**src/rtl/multicycle_ctrl.sv**
```systemverilog
// multicycle_ctrl: multi-cycle RV32I sequencer owning pc/ir, fetch/data handshakes, strobes and next-pc.
// Ports: clk, rst_n (async active-low); imem_req/imem_addr/imem_ready/imem_rdata fetch port;
//   pc, ir to decoder; imm, rs1_val, br_taken from datapath; alu_src_imm, dmem_req, dmem_we,
//   dmem_ready data port; rf_we, wb_sel writeback control; instret, halted, illegal status.
module multicycle_ctrl #(
  parameter logic [31:0] RESET_PC = 32'h0000_0000
) (
  input  logic        clk,
  input  logic        rst_n,
  output logic        imem_req,
  output logic [31:0] imem_addr,
  input  logic        imem_ready,
  input  logic [31:0] imem_rdata,
  output logic [31:0] pc,
  output logic [31:0] ir,
  input  logic [31:0] imm,
  input  logic [31:0] rs1_val,
  input  logic        br_taken,
  output logic        alu_src_imm,
  output logic        dmem_req,
  output logic        dmem_we,
  input  logic        dmem_ready,
  output logic        rf_we,
  output logic [1:0]  wb_sel,
  output logic [31:0] instret,
  output logic        halted,
  output logic        illegal
);
  typedef enum logic [2:0] {FETCH, DECODE, EXEC, MEM, WB, HALT} state_t;
  state_t      state;
  logic [31:0] target;
  logic [6:0]  opc;
  logic        is_load, is_store, is_opimm, is_op, is_branch, is_jal, is_jalr;
  logic        is_lui, is_auipc, is_misc, is_sys, known, wr_rd;
  logic [1:0]  sel;
  logic [31:0] next_tgt;
  assign opc       = ir[6:0];
  assign is_load   = opc == 7'b0000011;
  assign is_store  = opc == 7'b0100011;
  assign is_opimm  = opc == 7'b0010011;
  assign is_op     = opc == 7'b0110011;
  assign is_branch = opc == 7'b1100011;
  assign is_jal    = opc == 7'b1101111;
  assign is_jalr   = opc == 7'b1100111;
  assign is_lui    = opc == 7'b0110111;
  assign is_auipc  = opc == 7'b0010111;
  assign is_misc   = opc == 7'b0001111;
  assign is_sys    = opc == 7'b1110011;
  assign known     = is_load | is_store | is_opimm | is_op | is_branch | is_jal | is_jalr |
                     is_lui | is_auipc | is_misc | is_sys;
  assign wr_rd     = (is_load | is_opimm | is_op | is_jal | is_jalr | is_lui | is_auipc) &&
                     ir[11:7] != 5'd0;
  assign sel       = is_load ? 2'b01 : (is_jal | is_jalr) ? 2'b10 : is_lui ? 2'b11 : 2'b00;
  assign next_tgt  = is_jalr ? ((rs1_val + imm) & ~32'd1) :
                     (is_jal | (is_branch & br_taken)) ? pc + imm : pc + 32'd4;
  assign imem_addr = pc;
  always_ff @(posedge clk or negedge rst_n) begin
    if (!rst_n) begin
      state       <= FETCH;
      pc          <= RESET_PC;
      ir          <= 32'd0;
      target      <= 32'd0;
      instret     <= 32'd0;
      imem_req    <= 1'b1;
      alu_src_imm <= 1'b0;
      dmem_req    <= 1'b0;
      dmem_we     <= 1'b0;
      rf_we       <= 1'b0;
      wb_sel      <= 2'b00;
      halted      <= 1'b0;
      illegal     <= 1'b0;
    end else begin
      case (state)
        FETCH: if (imem_ready) begin
          ir       <= imem_rdata;
          imem_req <= 1'b0;
          state    <= DECODE;
        end
        DECODE: begin
          if (!known || is_sys) begin
            halted  <= 1'b1;
            illegal <= !known;
            state   <= HALT;
          end else begin
            // operand-B select is held through MEM/WB so the shared ALU output stays valid
            alu_src_imm <= is_load | is_store | is_opimm | is_jalr;
            state       <= EXEC;
          end
        end
        EXEC: begin
          if (next_tgt[1]) begin
            halted      <= 1'b1;
            illegal     <= 1'b1;
            alu_src_imm <= 1'b0;
            state       <= HALT;
          end else if (is_load | is_store) begin
            target   <= next_tgt;
            dmem_req <= 1'b1;
            dmem_we  <= is_store;
            state    <= MEM;
          end else begin
            target <= next_tgt;
            rf_we  <= wr_rd;
            wb_sel <= sel;
            state  <= WB;
          end
        end
        MEM: if (dmem_ready) begin
          dmem_req <= 1'b0;
          dmem_we  <= 1'b0;
          rf_we    <= wr_rd;
          wb_sel   <= sel;
          state    <= WB;
        end
        WB: begin
          pc          <= target;
          instret     <= instret + 32'd1;
          rf_we       <= 1'b0;
          wb_sel      <= 2'b00;
          alu_src_imm <= 1'b0;
          imem_req    <= 1'b1;
          state       <= FETCH;
        end
        default: state <= HALT;
      endcase
    end
  end
endmodule

```
**config.mk**
```make
export PLATFORM = sky130hd
export DESIGN_NAME = multicycle_ctrl
export DESIGN_NICKNAME = d
export VERILOG_FILES = /design/src/rtl/multicycle_ctrl.sv
export SDC_FILE = /design/constraint.sdc
export NUM_CORES = 1
export LEC_CHECK = 0
export BUFFER_PORTS_ARGS = -buffer_cell sky130_fd_sc_hd__buf_2
export CORE_MARGIN = 2
export CORE_UTILIZATION = 30
export DETAILED_ROUTE_END_ITERATION = 12
export GPL_TIMING_DRIVEN = 0
export PLACE_DENSITY_LB_ADDON = 0.3
export SLEW_MARGIN = 20
export SYNTH_ARGS = -nofsm -noshare
export SYNTH_HDL_FRONTEND = slang
export SYNTH_SLANG_ARGS = --single-unit
```
**constraint.sdc**
```tcl
create_clock -name clk -period 3 [get_ports clk]
set_clock_uncertainty 0.05 [all_clocks]
set_input_delay 0.3 -clock clk [delete_from_list [all_inputs] [get_ports clk]]
set_output_delay 0.3 -clock clk [all_outputs]
set_load 0.05 [all_outputs]
```
== Word-level counts from Yosys, hierarchy flattened ==
Index checks and enable logic that the tools add are counted.

* Register bits after elaboration: 138
* Input port bits: 101
* Output and inout bits: 137
* Word-level logic and storage cells: 115

* Add/sub/neg operators: 4
* Equal/unequal tests: 23
* Muxes and demuxes: 36
* Bitwise operators: 21
* Reductions and logical operators: 18

{| class="wikitable"
|+ Operator list
! cell !! count
|-
| 32-bit adder || 2
|-
| 32-bit 2-to-1 mux || 2
|-
| 32-bit by 1-bit adder with 32-bit output (second input constant) || 1
|-
| 32-bit by 3-bit adder with 32-bit output (second input constant) || 1
|-
| 7-bit == test (second input constant) || 4
|-
| 7-bit by 6-bit == test with 1-bit output (second input constant) || 3
|-
| 1-bit OR || 19
|-
| 2-bit inequality test (second input constant) || 8
|-
| 3-bit 2-to-1 mux || 5
|-
| 3-bit one-hot mux with 5 select lines || 1
|-
| 7-bit by 5-bit == test with 1-bit output (second input constant) || 2
|-
| 1-bit 2-to-1 mux || 14
|-
| 2-bit 2-to-1 mux || 6
|-
| 1-bit one-hot mux with 2 select lines || 5
|-
| 2-bit AND reduction || 4
|-
| 4-bit AND reduction || 2
|-
| 7-bit by 2-bit == test with 1-bit output (second input constant) || 1
|-
| 7-bit by 4-bit == test with 1-bit output (second input constant) || 1
|-
| 3-bit by 2-bit == test with 1-bit output (second input constant) || 2
|-
| 1-bit one-hot mux with 3 select lines || 2
|-
| 2-bit one-hot mux with 3 select lines || 1
|-
| 3-bit AND reduction || 2
|-
| 2-bit nonzero test || 3
|-
| 3-bit nonzero test || 2
|-
| other kinds (9) || 9
|}

== Depth between registers and ports, before layout ==
* Word-level depth: 15
* Mapped depth: 12
* Gate-level depth less buffers: 12

== Worst setup path before layout ==
OpenSTA, ideal clock, no wires.

* Path kind: flip-flop to flip-flop
* From: register pc[11] (netlist: imem_addr[11])
* To: register target[24]
* Library setup time: 123 ps
* Data arrival time: 2786 ps
* Required time: 2827 ps
* Slack: 41 ps
* Cell stages (with the launch flop): 12
* Buffers on the path: 0
* Period minus slack after synthesis: 2959 ps
* Path through: dfrtp_1 > ha_1 > a21o_1 > a21o_1 > a2111o_1 > a31oi_1 > o21ai_1 > a21oi_1 > o21ai_1 > xnor2_1 > o21ai_1 > o221a_1

* Longest elaborated chain between the ends: 3
* Elaborated cells between the ends (all ways): 4
* Classes of those cells: add/sub (2); mux (2)

{| class="wikitable"
|+ RTL lines
! what !! line !! source
|-
| start, declared || 14 || <nowiki>output logic [31:0] pc,</nowiki>
|-
| start signal, assigned || 116 || <nowiki>pc <= target;</nowiki>
|-
| 32-bit by 3-bit adder with 32-bit output / 32-bit adder (equally long branches) || 55 || <nowiki>(is_jal | (is_branch & br_taken)) ? pc + imm : pc + 32'd4;</nowiki>
|-
| 32-bit 2-to-1 mux * || 55 ||
|-
| 32-bit 2-to-1 mux * || 54 || <nowiki>assign next_tgt = is_jalr ? ((rs1_val + imm) & ~32'd1) :</nowiki>
|-
| end signal, assigned || 97 || <nowiki>target <= next_tgt;</nowiki>
|-
| end signal, assigned || 102 || <nowiki>target <= next_tgt;</nowiki>
|-
| end, declared || 31 || <nowiki>logic [31:0] target;</nowiki>
|}

Every way passes the cells marked *; elsewhere a longest branch is shown, timed or not.
A chain may end at the register's enable or synchronous reset.

== Final worst setup path ==
* From: register pc[18] (netlist: imem_addr[18])
* To: register target[29]

Same word-level chain as after synthesis.

==> results.md <==
* Status: finished, final reports clean
* TritonCTS Buffers at 17
* Peak supply drop at 0.000468 V
* Hold crit path type: input port to flop
* Horiz. Die Dim at 186 um
* Initial Util at 30.5%
* Total Wirelength at 31400 um
* Most Used Layer, Global Route: met2
* #FFs+latches synth at 138
* Met3 Track Usage GR at 3.70%
* Die area at 34700 um2
* Final worst setup slack at 0.0192 ns
* Vias at 9187
* WL/cell at 17.1 um
* Largest net degree at the start of global routing at 84
* Drt initial violations at 439
* Via/cell ratio at 5.01
* Drt drc at 0
* Final Hold Fails at 0
* Synth warnings at 0
* Root buf cell: clkbuf_16
* Multi-input logic area at 6250 um2
* WP data arrival at 3.23 ns
* CTS tree: done
* Post-Synthesis Cell Area at 9960 um2
* Min-Delay Path Depth at 3
* Power per cell area at 606 nW/um2
* CP max FO at 7
* Std-Cell Rows at 66
* Main area contributors after synthesis: dfrtp_1 (34%), ha_1 (7.9%), mux2_2 (7.2%), xnor2_1 (6.2%), a21oi_1 (4.8%)
* Dpl ws at -0.516 ns
* GRT met2 Usage at 30.9%
* Max-cap violations at 0
* Final nets at 1543
* I/O Buffers at 235
* Asr flop ratio synth at 100%
* RSZ-0062 raised after global routing: yes
* Worst setup path class: flop to flop
* Max Clk Rate at 0.335 GHz
* CP Capture Type: flop
* Reg clk slew, reported paths at 0.06 ns
* GPL Wtd Cong at 0.844
* FF-to-FF setup slack at 0.02 ns
* Area leader, netlist: dfrtp_1
* Met1 GRT Util at 22.3%
* First-pass GRT wire length at 47500 um
* Sequential area share after synthesis at 34.7%
* R2R depth at 13
* Pre-antenna DRT Iters at 4
* Core area at 32600 um2
* Setup violations, final at 0
* Share of layout cells above drive strength 1 at 34.6%
* Syn Area/Cell at 9.04 um2
* Global Route Usage Sum at 17.7%
* Primary FF master, synth: dfrtp_1
* DP HPWL at 24400 um
* Post-layout utilization of the core at 39.2%
* EDFF count, synth at 0
* Rel. slew slack at 52.7%
* Final Cycle Share at 99.4%
* Worst slew pin tran at 0.709 ns
* CP required at 3.25 ns
* Remaining antenna violation count at 0
* Filler cell count in the final layout at 3355
* Worst-Skew Late Latency at 0.42 ns
* Netlist cell types at 73
* Final min period at 2.98 ns
* Ports at 238
* Fin. max-slew vios at 0
* Area delta synth->final at 28.4%
* Sequential cell area at 3480 um2
* P_leak at 6.18 nW
* Top cell type's share of synthesized area at 34.4%
* Initial antenna violation count at 0
* Vias in the first global route at 8717
* Max Root-Sink Buffers at 2
* H-tree depth at 4
* Cells after synthesis at 1102
* GRT overflow at 0
* Clk sinks at 138
* Crit path launch type: flop
* Die H at 186 um
cell usage after synthesis, types with 19 or more instances:
cell type and n:
buf_4 37, a21oi_1 96, ha_1 63, nand4_1 19, xnor2_1 70, nand2_1 104
a21o_1 26, xor2_1 44, o21ai_0 65, clkbuf_1 28, dfrtp_1 137, nor2_1 78
nand3_1 39, mux2_2 64
stage by stage:
stage          hold WS [ns]  instances  power, mW  setup TNS [ns]  cell area (um2)
6_report             0.0363       1832       7.76               0            12800
5_1_grt              0.0454       1831       8.19          -0.209            12800
4_1_cts              0.0213       1813       7.79               0            12400
3_5_place_dp          0.191       1781       5.49          -11.25            11700
3_3_place_gp          0.404       1780       5.45          -74.60            11700
2_1_floorplan       -0.0456       1103       4.65               0             9970
kinds of logic after synthesis:
group                      after synthesis  share of synthesized area [%]
other                                    1                         0.0376
DFF                                    138                           34.7
AOI/OAI and AO/OA                      296                           18.7
buffers and inverters                   95                           5.17
adders and majority gates               64                           8.11
and+or+nand+nor                        326                           15.7
muxes                                   68                           7.64
xor gates and xnor gates               114                           10.0
where the power goes:
part           switching (mW)  internal [mW]  total (mW)
combinational            2.13          0.966        3.09
clock                   0.856           1.39        2.25
sequential              0.247           2.17        2.41
registers in the layout (all words and copies together) (netlist names), 2 cells and up:
name,flops
imem_addr,31
wb_sel,2
instret,32
state,3
target,31
ir,32
worst paths after layout:
path	start	endpoint
max in group asynchronous	rst_n	imem_addr[3]
max reg2reg	imem_addr[18]	target[29]
max	imem_addr[18]	target[29]
min	imem_rdata[2]	ir[2]
min reg2reg	instret[31]	instret[31]
min in group asynchronous	rst_n	instret[15]
cell usage in the layout, fill, tap and decap left out, drive strengths merged, types with 5 or more instances in the layout:
| cell type | netlist | routed |
|---|---|---|
| a31oi | 13 | 13 |
| xnor2 | 70 | 70 |
| nand2b | 6 | 6 |
| a22oi | 8 | 8 |
| and4 | 9 | 9 |
| nor2b | 7 | 7 |
| a211oi | 19 | 19 |
| xor2 | 44 | 44 |
| o21a | 8 | 8 |
| dfrtp | 137 | 137 |
| nand4 | 20 | 20 |
| clkbuf | 29 | 46 |
| a21oi | 97 | 97 |
| and2 | 8 | 8 |
| inv | 17 | 21 |
| o21ai | 78 | 78 |
| mux2 | 64 | 64 |
| nor2 | 80 | 80 |
| a21o | 26 | 26 |
| buf | 49 | 304 |
| nor3 | 19 | 19 |
| nand2 | 104 | 104 |
| a21boi | 5 | 5 |
| o21bai | 9 | 9 |
| or3 | 7 | 7 |
| ha | 63 | 63 |
| o211ai | 7 | 7 |
| and3 | 17 | 17 |
| nand3 | 39 | 39 |
routing by layer:
metal	share of wire [%]	routed length, um
met1	45	14100
met3	5.9	1840
met4	1.2	369
met5	0	0
met2	48	15000
timing repair:
action / in CTS / in global routing
pin swaps: 5 / 6
gates resized for setup: 23 / 56
cloned: 0 / 0
hold buffers: 1 / 0
setup endpoints to repair: 33 / 26
hold endpoints to repair: 54 / 0
setup buffers: 1 / 19
critical path, cell delays in order, from the launching register on:
cell,delay (ns)
dfrtp_2,0.45
ha_1,0.29
buf_2,0.18
a21oi_2,0.18
o21ai_2,0.10
nor3_2,0.26
a211oi_2,0.10
buf_4,0.16
o21ai_4,0.23
a2111oi_2,0.11
a211oi_1,0.25
xor2_1,0.18
a21oi_1,0.09
a211o_1,0.23
cell type report:
class,instances,share of cell area [%]
diodes,1,0.0196
plain buffers,77,3.58
clock buffers,17,3.33
clock inverters,13,1.51
inverters,17,0.499
multi-input cells,870,48.8
flip-flops and latches,138,27.2
well taps,442,4.32
repair buffers,257,10.7
Note: power is estimated with default switching activity, not from simulation.
